### src/rtl/sdp_core_unpack_if.sv
// rtl/sdp_core_unpack_if.sv - beat input / word output handshake bundle for sdp_core_unpack
interface sdp_core_unpack_if #(
    parameter int IW = 128,
    parameter int OW = 512
);
    logic          inp_pvld;
    logic          inp_prdy;
    logic [IW-1:0] inp_data;
    logic          inp_flush;
    logic          out_pvld;
    logic          out_prdy;
    logic [OW-1:0] out_data;

    modport master (
        output inp_pvld, inp_data, inp_flush, out_prdy,
        input  inp_prdy, out_pvld, out_data
    );

    modport slave (
        input  inp_pvld, inp_data, inp_flush, out_prdy,
        output inp_prdy, out_pvld, out_data
    );
endinterface

### src/rtl/sdp_core_unpack.sv
// rtl/sdp_core_unpack.sv - packs RATIO IW-bit beats into one OW-bit word, flush ends a word early
// Optional SDP_CORE_UNPACK_SKID_EN: 2-entry output FIFO instead of a single output register.
module sdp_core_unpack #(
    parameter int IW    = 128,
    parameter int OW    = 512,
    parameter int RATIO = OW / IW
) (
    input  logic             nvdla_core_clk,
    input  logic             nvdla_core_rstn,
    sdp_core_unpack_if.slave bus
);
    if (!(RATIO == 1 || RATIO == 2 || RATIO == 4 || RATIO == 8 || RATIO == 16)) begin : g_bad_ratio
        $error("sdp_core_unpack: RATIO must be 1, 2, 4, 8 or 16");
    end

    localparam logic [3:0] LAST = 4'(RATIO - 1);

    logic [3:0]    cnt;
    logic          final_beat;
    logic          space;
    logic          inp_acc;
    logic          out_acc;
    logic          push;
    logic [OW-1:0] word;

    // a flush on the last slot is just a normal complete word, so OR-ing it in is harmless
    assign final_beat   = (cnt == LAST) || bus.inp_flush;
    assign bus.inp_prdy = !final_beat || space;
    assign inp_acc      = bus.inp_pvld && bus.inp_prdy;
    assign out_acc      = bus.out_pvld && bus.out_prdy;
    assign push         = inp_acc && final_beat;

    always_ff @(posedge nvdla_core_clk or negedge nvdla_core_rstn) begin
        if (!nvdla_core_rstn) begin
            cnt <= 4'd0;
        end else if (inp_acc) begin
            cnt <= final_beat ? 4'd0 : cnt + 4'd1;
        end
    end

    if (RATIO == 1) begin : g_bypass
        assign word = bus.inp_data;
    end else begin : g_acc
        logic [(RATIO-1)*IW-1:0] acc;

        always_ff @(posedge nvdla_core_clk) begin
            if (inp_acc && !final_beat) begin
                for (int k = 0; k < RATIO - 1; k++) begin
                    if (cnt == 4'(k)) begin
                        acc[k*IW +: IW] <= bus.inp_data;
                    end
                end
            end
        end

        // segments above the final beat are forced to zero so stale beats never leak out
        always_comb begin
            word = '0;
            for (int k = 0; k < RATIO - 1; k++) begin
                if (4'(k) < cnt) begin
                    word[k*IW +: IW] = acc[k*IW +: IW];
                end
            end
            for (int k = 0; k < RATIO; k++) begin
                if (4'(k) == cnt) begin
                    word[k*IW +: IW] = bus.inp_data;
                end
            end
        end
    end

`ifdef SDP_CORE_UNPACK_SKID_EN
    logic [OW-1:0] mem [2];
    logic          wr_ptr;
    logic          rd_ptr;
    logic [1:0]    occ;

    // space comes from registered occupancy only, breaking the out_prdy -> inp_prdy path
    assign space        = (occ != 2'd2);
    assign bus.out_pvld = (occ != 2'd0);
    assign bus.out_data = mem[rd_ptr];

    always_ff @(posedge nvdla_core_clk or negedge nvdla_core_rstn) begin
        if (!nvdla_core_rstn) begin
            occ    <= 2'd0;
            wr_ptr <= 1'b0;
            rd_ptr <= 1'b0;
        end else begin
            if (push) begin
                wr_ptr <= !wr_ptr;
            end
            if (out_acc) begin
                rd_ptr <= !rd_ptr;
            end
            case ({push, out_acc})
                2'b10:   occ <= occ + 2'd1;
                2'b01:   occ <= occ - 2'd1;
                default: occ <= occ;
            endcase
        end
    end

    always_ff @(posedge nvdla_core_clk) begin
        if (push) begin
            mem[wr_ptr] <= word;
        end
    end
`else
    logic [OW-1:0] out_reg;
    logic          out_vld;

    assign space        = !out_vld || bus.out_prdy;
    assign bus.out_pvld = out_vld;
    assign bus.out_data = out_reg;

    always_ff @(posedge nvdla_core_clk or negedge nvdla_core_rstn) begin
        if (!nvdla_core_rstn) begin
            out_vld <= 1'b0;
        end else if (push) begin
            out_vld <= 1'b1;
        end else if (out_acc) begin
            out_vld <= 1'b0;
        end
    end

    always_ff @(posedge nvdla_core_clk) begin
        if (push) begin
            out_reg <= word;
        end
    end
`endif
endmodule

### src/flat_wrapper.sv
// flat-port wrapper written by rule: the top's interface ports become plain ports
module sdp_core_unpack_flat 
#(
    parameter int IW    = 128,
    parameter int OW    = 512,
    parameter int RATIO = OW / IW
)
  (nvdla_core_clk, nvdla_core_rstn, bus_inp_pvld, bus_inp_data, bus_inp_flush, bus_out_prdy, bus_inp_prdy, bus_out_pvld, bus_out_data);
  sdp_core_unpack_if #(.IW(IW), .OW(OW)) bus_i ();
  input  logic nvdla_core_clk;
  input  logic nvdla_core_rstn;
  input wire logic [$bits(bus_i.inp_pvld)-1:0] bus_inp_pvld;
  input wire logic [$bits(bus_i.inp_data)-1:0] bus_inp_data;
  input wire logic [$bits(bus_i.inp_flush)-1:0] bus_inp_flush;
  input wire logic [$bits(bus_i.out_prdy)-1:0] bus_out_prdy;
  output wire logic [$bits(bus_i.inp_prdy)-1:0] bus_inp_prdy;
  output wire logic [$bits(bus_i.out_pvld)-1:0] bus_out_pvld;
  output wire logic [$bits(bus_i.out_data)-1:0] bus_out_data;
  assign bus_i.inp_pvld = bus_inp_pvld;
  assign bus_i.inp_data = bus_inp_data;
  assign bus_i.inp_flush = bus_inp_flush;
  assign bus_i.out_prdy = bus_out_prdy;
  assign bus_inp_prdy = bus_i.inp_prdy;
  assign bus_out_pvld = bus_i.out_pvld;
  assign bus_out_data = bus_i.out_data;
  sdp_core_unpack #(.IW(IW), .OW(OW), .RATIO(RATIO)) u_core (.nvdla_core_clk(nvdla_core_clk), .nvdla_core_rstn(nvdla_core_rstn), .bus(bus_i));
endmodule
### config.mk
export PLATFORM = sky130hd
export DESIGN_NAME = sdp_core_unpack_flat
export DESIGN_NICKNAME = d
export VERILOG_FILES = /design/src/rtl/sdp_core_unpack_if.sv /design/src/rtl/sdp_core_unpack.sv /design/src/flat_wrapper.sv
export SDC_FILE = /design/constraint.sdc
export NUM_CORES = 1
export LEC_CHECK = 0
export ABC_AREA = 1
export ABC_CLOCK_PERIOD_IN_PS = 34300
export CAP_MARGIN = 20
export CORE_MARGIN = 5
export CORE_UTILIZATION = 35
export DETAILED_ROUTE_END_ITERATION = 16
export GPL_TIMING_DRIVEN = 0
export PLACE_DENSITY_LB_ADDON = 0.12
export SLEW_MARGIN = 30
export SYNTH_ARGS = -nofsm -noshare
export SYNTH_HDL_FRONTEND = slang
export SYNTH_SLANG_ARGS = --single-unit
### constraint.sdc
create_clock -name nvdla_core_clk -period 34.3 [get_ports nvdla_core_clk]
set_clock_uncertainty 0.15 [all_clocks]
set_input_delay 6.86 -clock nvdla_core_clk [delete_from_list [all_inputs] [get_ports nvdla_core_clk]]
set_output_delay 6.86 -clock nvdla_core_clk [all_outputs]
set_load 0.005 [all_outputs]
-- Word level (Yosys, flattened, before mapping)
Index checks and enable logic that the tools add are counted.
- output and inout port bits: 514
- register bits after elaboration: 901
- input bits: 133
- word-level logic and storage cells: 40
- reduce and logical (&&, ||, !) cells: 14
- equal/unequal tests: 6
- add/sub/neg operators: 1
- multiplexer cells: 9
- order comparisons: 3
- operator list (kind ; count):
    128-bit two-way mux ; 6
    2-bit by 4-bit equality test with 1-bit output, first input constant ; 2
    4-bit by 2-bit equality test with 1-bit output, second input constant ; 2
    1-bit by 4-bit < comparator with 1-bit output, first input constant ; 2
    2-bit AND reduction ; 3
    4-bit by 1-bit adder with 4-bit output, second input constant ; 1
    1-bit by 4-bit equality test with 1-bit output, first input constant ; 1
    4-bit by 1-bit equality test with 1-bit output, second input constant ; 1
    1-bit logical AND ; 4
    4-bit logical NOT ; 1
    2-bit by 4-bit < comparator with 1-bit output, first input constant ; 1
    4-bit two-way mux ; 1
    1-bit logical OR ; 3
    1-bit logical NOT ; 2
    1-bit two-way mux ; 2
    2-bit nonzero test ; 1

-- Logic depth before layout (Yosys ltp)
Gate-level depths: netlist of run 1.
- word-level depth: 7
- mapped depth: 7
- mapped depth without buffers: 7

-- Least setup slack after synthesis of run 1
OpenSTA, ideal clock, no wires.
- path kind: input-to-reg
- start: input port bus_inp_flush
- end: register u_core.out_reg[0] (netlist: u_core.bus.out_data[0]), enable pin
- buffers on the path: 0
- arrival time: 17046 ps
- setup time: 859 ps
- slack: 16245 ps
- stages: 5
- cell sequence: inv_1 nand2_1 nand2_1 nand3_1 inv_1
- longest elaborated chain between the ends: 5
- RTL lines (what ; line ; RTL):
    from (decl) ; flat_wrapper.sv:14 ; input wire logic [$bits(bus_i.inp_flush)-1:0] bus_inp_flush;
    1-bit logical OR ; sdp_core_unpack.sv:27 ; assign final_beat = (cnt == LAST) || bus.inp_flush;
    1-bit logical NOT ; sdp_core_unpack.sv:28 ; assign bus.inp_prdy = !final_beat || space;
    1-bit logical OR ; sdp_core_unpack.sv:28 ;
    named net bus_inp_prdy ; flat_wrapper.sv:16 ; output wire logic [$bits(bus_i.inp_prdy)-1:0] bus_inp_prdy;
    1-bit logical AND ; sdp_core_unpack.sv:29 ; assign inp_acc = bus.inp_pvld && bus.inp_prdy;
    1-bit logical AND ; sdp_core_unpack.sv:31 ; assign push = inp_acc && final_beat;
    named net u_core.push ; sdp_core_unpack.sv:23 ; logic push;
    to (signal assigned) ; sdp_core_unpack.sv:128 ; out_reg <= word;
    to (decl) ; sdp_core_unpack.sv:109 ; logic [OW-1:0] out_reg;
The timed path passes the listed nets, and every way through them passes these cells.
A chain may end at the register's enable or synchronous reset.

-- Final worst setup path of run 1
- start: input port bus_inp_flush
- end: output port bus_inp_prdy
- longest elaborated chain between the ends: 3
- RTL lines (what ; line):
    1-bit logical OR ; sdp_core_unpack.sv:27
    1-bit logical NOT ; sdp_core_unpack.sv:28
    1-bit logical OR ; sdp_core_unpack.sv:28
    to (decl) ; flat_wrapper.sv:16
No other way between the ends.

==> impl_metrics.yaml, run 1 <==
global_routing:
  grt_pass1_vias: 21500
  grt_max_degree: 104
  antenna_found_initial: 17
  grt_pass1_wl_um: 150000
  grt_overflow: 0
  track_usage: 0.207
clock_tree:
  numClockSinks: 901
  clk_pin_slew_worst_paths_ns: 0.06
  root_buffer: "clkbuf_16"
  cts_made_buffers: 95
  cts_setup_buffers: 0
  cts_tree: "done"
  cts_resized: 0
  holdBufCountCts: 0
  cts_max_path_buffers: 3
  clkLatencyLatePin_ns: 0.64
  h-tree-depth: 3
cells_and_area:
  final_cells: 4197
  register_area_sq_um: 27000
  nNetsFinal: 3007
  drive_gt1_frac: 0.0784
  fin_util: 0.483
  fillers: 7957
  multi_input_area_sq_um: 4370
  layout_commonest_cell: "edfxtp_1"
  final_cell_area_sq_um: 44300
  syn_to_final_growth_pct: 36.5
  most-common-layout-cells: "edfxtp_1, clkdlybuf4s50_1, o21ai_0"
critical_path:
  crit_type: "in2out"
  reg2reg_depth: 9
  startpoint_type: "input pin"
  cp.required_ns: 27.29
  worst_setup_path_end_kind: "output port"
  arrival_ns: 8.07
  critPathMaxFanout: 3
detailed_routing:
  ant_nets: 0
  viasPerCell: 4.91
  wl_per_cell_um: 25.1
  dr.pass1.iters: 5
  wirelength_um: 106000
  vias: 20600
  drt-initial-drc-count: 1743
  drcViolationCount: 0
placement:
  dp_slack_ns: 19.22
  io_buffers: 646
  place_area_sq_um: 41300
  dp_cells: 4017
  dp_hpwl_um: 74300
  place_congestion: 0.822
floorplan:
  ios: 647
  die_height_um: 315
  initial_core_util: 0.354
  die-area_sq_um: 98900
  rows: 111
  fp.dieW_um: 315
  core_region_area_sq_um: 91800
sta:
  setup_tns_ns: 0
  fin_ws_ns: 19.22
  setup_violations: 0
  fmax_ghz: 0.0663
  fin_crit_ns: 15.08
  relSlewSlack: 0.454
  fin_crit_sh: 0.440
  drv_slew: 0
  tightest_slew_ns: 0.819
  grt_setup_unrepaired: "false"
  holdWs_ns: 0.374
  hold_violations: 0
power_and_ir_drop:
  seqPwrFrac: 0.478
  p_sw_frac: 0.272
  p_comb_frac: 0.184
  power_mw: 2.91
  clockPowerShare: 0.338
  switchingPower_mw: 0.792
  ir_worst_vdd_uv: 35.0
  p_leak_nw: 15.2
  power_density_nw_per_um2: 65.7
  internal_power_mw: 2.12
logic_synthesis:
  ys.warnings.count: 0
  syn_area_sq_um: 32500
  synth_cell_types: 17
  postSynthAreaPerCell_sq_um: 15.5
  synth_fp_nets: 2234
  synth_cells: 2098
  yosysSeqAreaShare: 0.833
  ys_ff_latch: 901
min_path:
  hold_path_class: "reg2reg"
  whs_path_depth: 2
status:
  status: "complete, no violations"
run:
  maxCapViolations: 0
[cells by family (layout without fill, tap and decap cells)]
family,Yosys count,after routing,share of synthesized area
buf+inv,265,1115,0.0333
flops,901,901,0.833
fa+ha+maj,3,3,0.00116
xor+xnor,1,1,0.000270
other cells,0,6,0
compound gates,513,513,0.0792
simple gates,415,415,0.0533
[area by class of cell]
type	instances	share of cell area
Sequential cell	901	0.610
Timing Repair Buffer	676	0.165
Multi-Input combinational cell	932	0.0986
Clock buffer	114	0.0562
Tap cell	1243	0.0351
Buffer	126	0.0126
Inverter	139	0.0119
Clock inverter	60	0.0103
Antenna cell	6	0.000339
[per-layer routing]
metal  vias to the layer above  GRT usage  wire (um)
met5                         -          0        115
met4                        16     0.0555       2470
met3                       150     0.0758      10100
met2                       830      0.347      51700
met1                     10300      0.254      41100
li1                       9293          -          -
[final timing paths]
kind / start / end / slack (ns)
max in group asynchronous: nvdla_core_rstn / u_core.cnt[2]$_DFFE_PN0P_ / 27.40
min in group asynchronous: nvdla_core_rstn / u_core.bus.out_pvld$_DFFE_PN0P_ / 6.33
setup / recovery: bus_inp_flush / bus_inp_prdy / 19.22
setup reg to reg: u_core.cnt[1]$_DFFE_PN0P_ / u_core.g_acc.acc[314]$_DFFE_PP_ / 30.56
hold reg to reg: u_core.g_acc.acc[77]$_DFFE_PP_ / u_core.bus.out_data[77]$_DFFE_PP_ / 0.37
hold / removal: u_core.g_acc.acc[77]$_DFFE_PP_ / u_core.bus.out_data[77]$_DFFE_PP_ / 0.37
[cells in the mapped netlist (all sizes together)]
cell    number  area share
edfxtp     896        0.83
dfrtp        5      0.0039
nand2      150       0.017
nand4        1     0.00019
nor2       134       0.016
nand3      130       0.020
buf         61      0.0096
ha           3      0.0012
o21bai       1     0.00023
inv        139       0.016
o21ai      512       0.079
xor2         1     0.00027
clkbuf      65      0.0076
[sequential cells by signal, indices dropped and copies added (netlist names)]
register	cells
u_core.bus.out_data	512
u_core.bus.out_pvld	1
u_core.cnt	4
u_core.g_acc.acc	384
[power by group through the flow]
stage	Sequential (mW)	Clock (mW)	Combinational (mW)
after floorplan	1.44	0	0.192
after global placement	1.46	0	0.520
after detailed placement	1.41	0	0.544
after CTS	1.39	1.00	0.546
after global routing	1.40	1.06	0.582
final	1.39	0.982	0.536
[worst max-delay path, cell delays in order]
cell             delay, ns
clkdlybuf4s50_1       0.42
inv_1                 0.06
nand2_1               0.08
nand2_1               0.14
clkdlybuf4s50_1       0.51
Power figures use the tool's default switching activity.
==> inputs of run 2 (changes only) <==
--- a/config.mk
+++ b/config.mk
@@ -6,7 +6,7 @@
 export NUM_CORES = 1
 export LEC_CHECK = 0
 export ABC_AREA = 1
-export ABC_CLOCK_PERIOD_IN_PS = 34300
+export ABC_CLOCK_PERIOD_IN_PS = 13500
 export CAP_MARGIN = 20
 export CORE_MARGIN = 5
 export CORE_UTILIZATION = 35
==> constraint.sdc (replaced) <==
create_clock -name nvdla_core_clk -period 13.5 [get_ports nvdla_core_clk]
set_clock_uncertainty 0.15 [all_clocks]
set_input_delay 2.7 -clock nvdla_core_clk [delete_from_list [all_inputs] [get_ports nvdla_core_clk]]
set_output_delay 2.7 -clock nvdla_core_clk [all_outputs]
set_load 0.005 [all_outputs]
==> impl_metrics.yaml, run 2 (synthesized netlist as in run 1, its figures left out) <==
critical_path:
  arrival_ns: 3.89
  worstReg2RegEnd: "u_core.g_acc.acc[63]$_DFFE_PP_"
  worst_setup_path_end_kind: "output port"
  critical_path.reg2reg.startpoint: "u_core.cnt[1]$_DFFE_PN0P_"
  reg2reg_depth: 11
  crit_type: "in2out"
  critPathMaxFanout: 3
  cp.required_ns: 10.65
  startpoint_type: "input pin"
  rrSetupSlack_ns: 9.45
detailed_routing:
  highest-signal-layer: "met5"
  wl_met2_um: 52700
  met1_length_um: 40700
  wirelength_um: 106000
  wl_per_cell_um: 25.0
  dr.pass1.iters: 5
  viasPerCell: 4.88
  drcViolationCount: 0
  ant_nets: 0
  drt-initial-drc-count: 1609
  met3_length_um: 9840
  vias: 20600
clock_tree:
  root_buffer: "clkbuf_16"
  numClockSinks: 901
  cts_made_buffers: 98
  cts_tree: "done"
  clkLatencyLatePin_ns: 0.65
  h-tree-depth: 3
  holdBufCountCts: 0
  cts_setup_buffers: 0
  cts_resized: 0
  cts_max_path_buffers: 3
  clk_pin_slew_worst_paths_ns: 0.06
sta:
  fmax_ghz: 0.148
  hold_violations: 0
  fin_crit_sh: 0.500
  setup_tns_ns: 0
  holdWs_ns: 0.374
  tightest_slew_ns: 0.872
  fin_crit_ns: 6.74
  grt_setup_unrepaired: "false"
  relSlewSlack: 0.419
  setup_violations: 0
  drv_slew: 0
power_and_ir_drop:
  power_density_nw_per_um2: 170
  p_leak_nw: 15.5
  ir_worst_vdd_uv: 94.3
cells_and_area:
  largest_reg_flops: 512
  final_cells: 4221
  syn_to_final_growth_pct: 38.5
  drive_gt1_frac: 0.0858
  layout_commonest_cell: "edfxtp_1"
  most-common-layout-cells: "edfxtp_1, clkdlybuf4s50_1, o21ai_0"
  nNetsFinal: 3026
placement:
  place_congestion: 0.839
  dp_hpwl_um: 76200
  dp_cells: 4033
  io_buffers: 646
global_routing:
  track_usage: 0.208
  grt_pass1_vias: 21400
  grt_overflow: 0
  grt_pass1_wl_um: 150000
  antenna_found_initial: 13
  grt_max_degree: 36
min_path:
  hold_path_end: "u_core.bus.out_data[14]$_DFFE_PP_"
  whs_path_depth: 2
  holdCritStartpoint: "u_core.g_acc.acc[14]$_DFFE_PP_"
  hold_path_class: "reg2reg"
floorplan:
  ios: 647
  initial_core_util: 0.354
  die_height_um: 315
  fp.dieW_um: 315
  rows: 111
  die-area_sq_um: 98900
  core_region_area_sq_um: 91800
status:
  status: "complete, no violations"
run:
  maxCapViolations: 0
-- run 2: critical path: stages --
cell             delay, ns
clkdlybuf4s50_1       0.40
inv_1                 0.06
nand2_1               0.08
nand2_1               0.12
clkdlybuf4s50_1       0.52
-- run 2: worst max path at each step --
| stage | start | end | slack (ns) | cells past startpoint |
|---|---|---|---|---|
| after floorplan | bus_out_prdy | u_core.bus.out_data[0]$_DFFE_PP_ | 2.21 | 4 |
| after global placement | bus_inp_flush | u_core.g_acc.acc[54]$_DFFE_PP_ | -2.09 | 6 |
| after detailed placement | bus_inp_flush | bus_inp_prdy | 6.76 | 5 |
| after CTS | bus_inp_flush | bus_inp_prdy | 6.75 | 5 |
| after global routing | bus_inp_flush | bus_inp_prdy | 6.69 | 5 |
| final | bus_inp_flush | bus_inp_prdy | 6.76 | 5 |
-- run 2: power by group --
part / leakage (nW) / switching, mW / total [mW] / internal (mW)
combinational: 5.46 / 0.863 / 1.38 / 0.518
clock: 1.61 / 1.09 / 2.73 / 1.65
sequential: 8.47 / 0.0835 / 3.53 / 3.45
total: 15.5 / 2.03 / 7.65 / 5.61
-- run 2: layer usage --
layer,up-vias,global-route usage
met4,12,0.0559
met2,799,0.358
met5,-,0
met1,10300,0.250
li1,9324,-
met3,132,0.0722
-- run 2: final cells by class --
cell class,instances,area (sq um)
diodes,7,17.5
plain buffers,126,559
clock buffers,121,2620
clock inverters,60,677
fillers,7974,46800
inverters,139,526
multi-input cells,932,4370
flip-flops and latches,901,27000
well taps,1243,1560
repair buffers,692,7600
-- run 2: metrics by stage --
step	cell area (sq um)	setup WS, ns	utilization	power (mW)
floorplan	32500	2.21	-	4.13
global placement	40500	-2.09	0.441	5.00
detailed placement	41600	6.76	0.454	5.00
CTS	44900	6.75	0.490	7.74
global route	44900	6.69	0.490	7.96
finish	45000	6.76	0.490	7.65
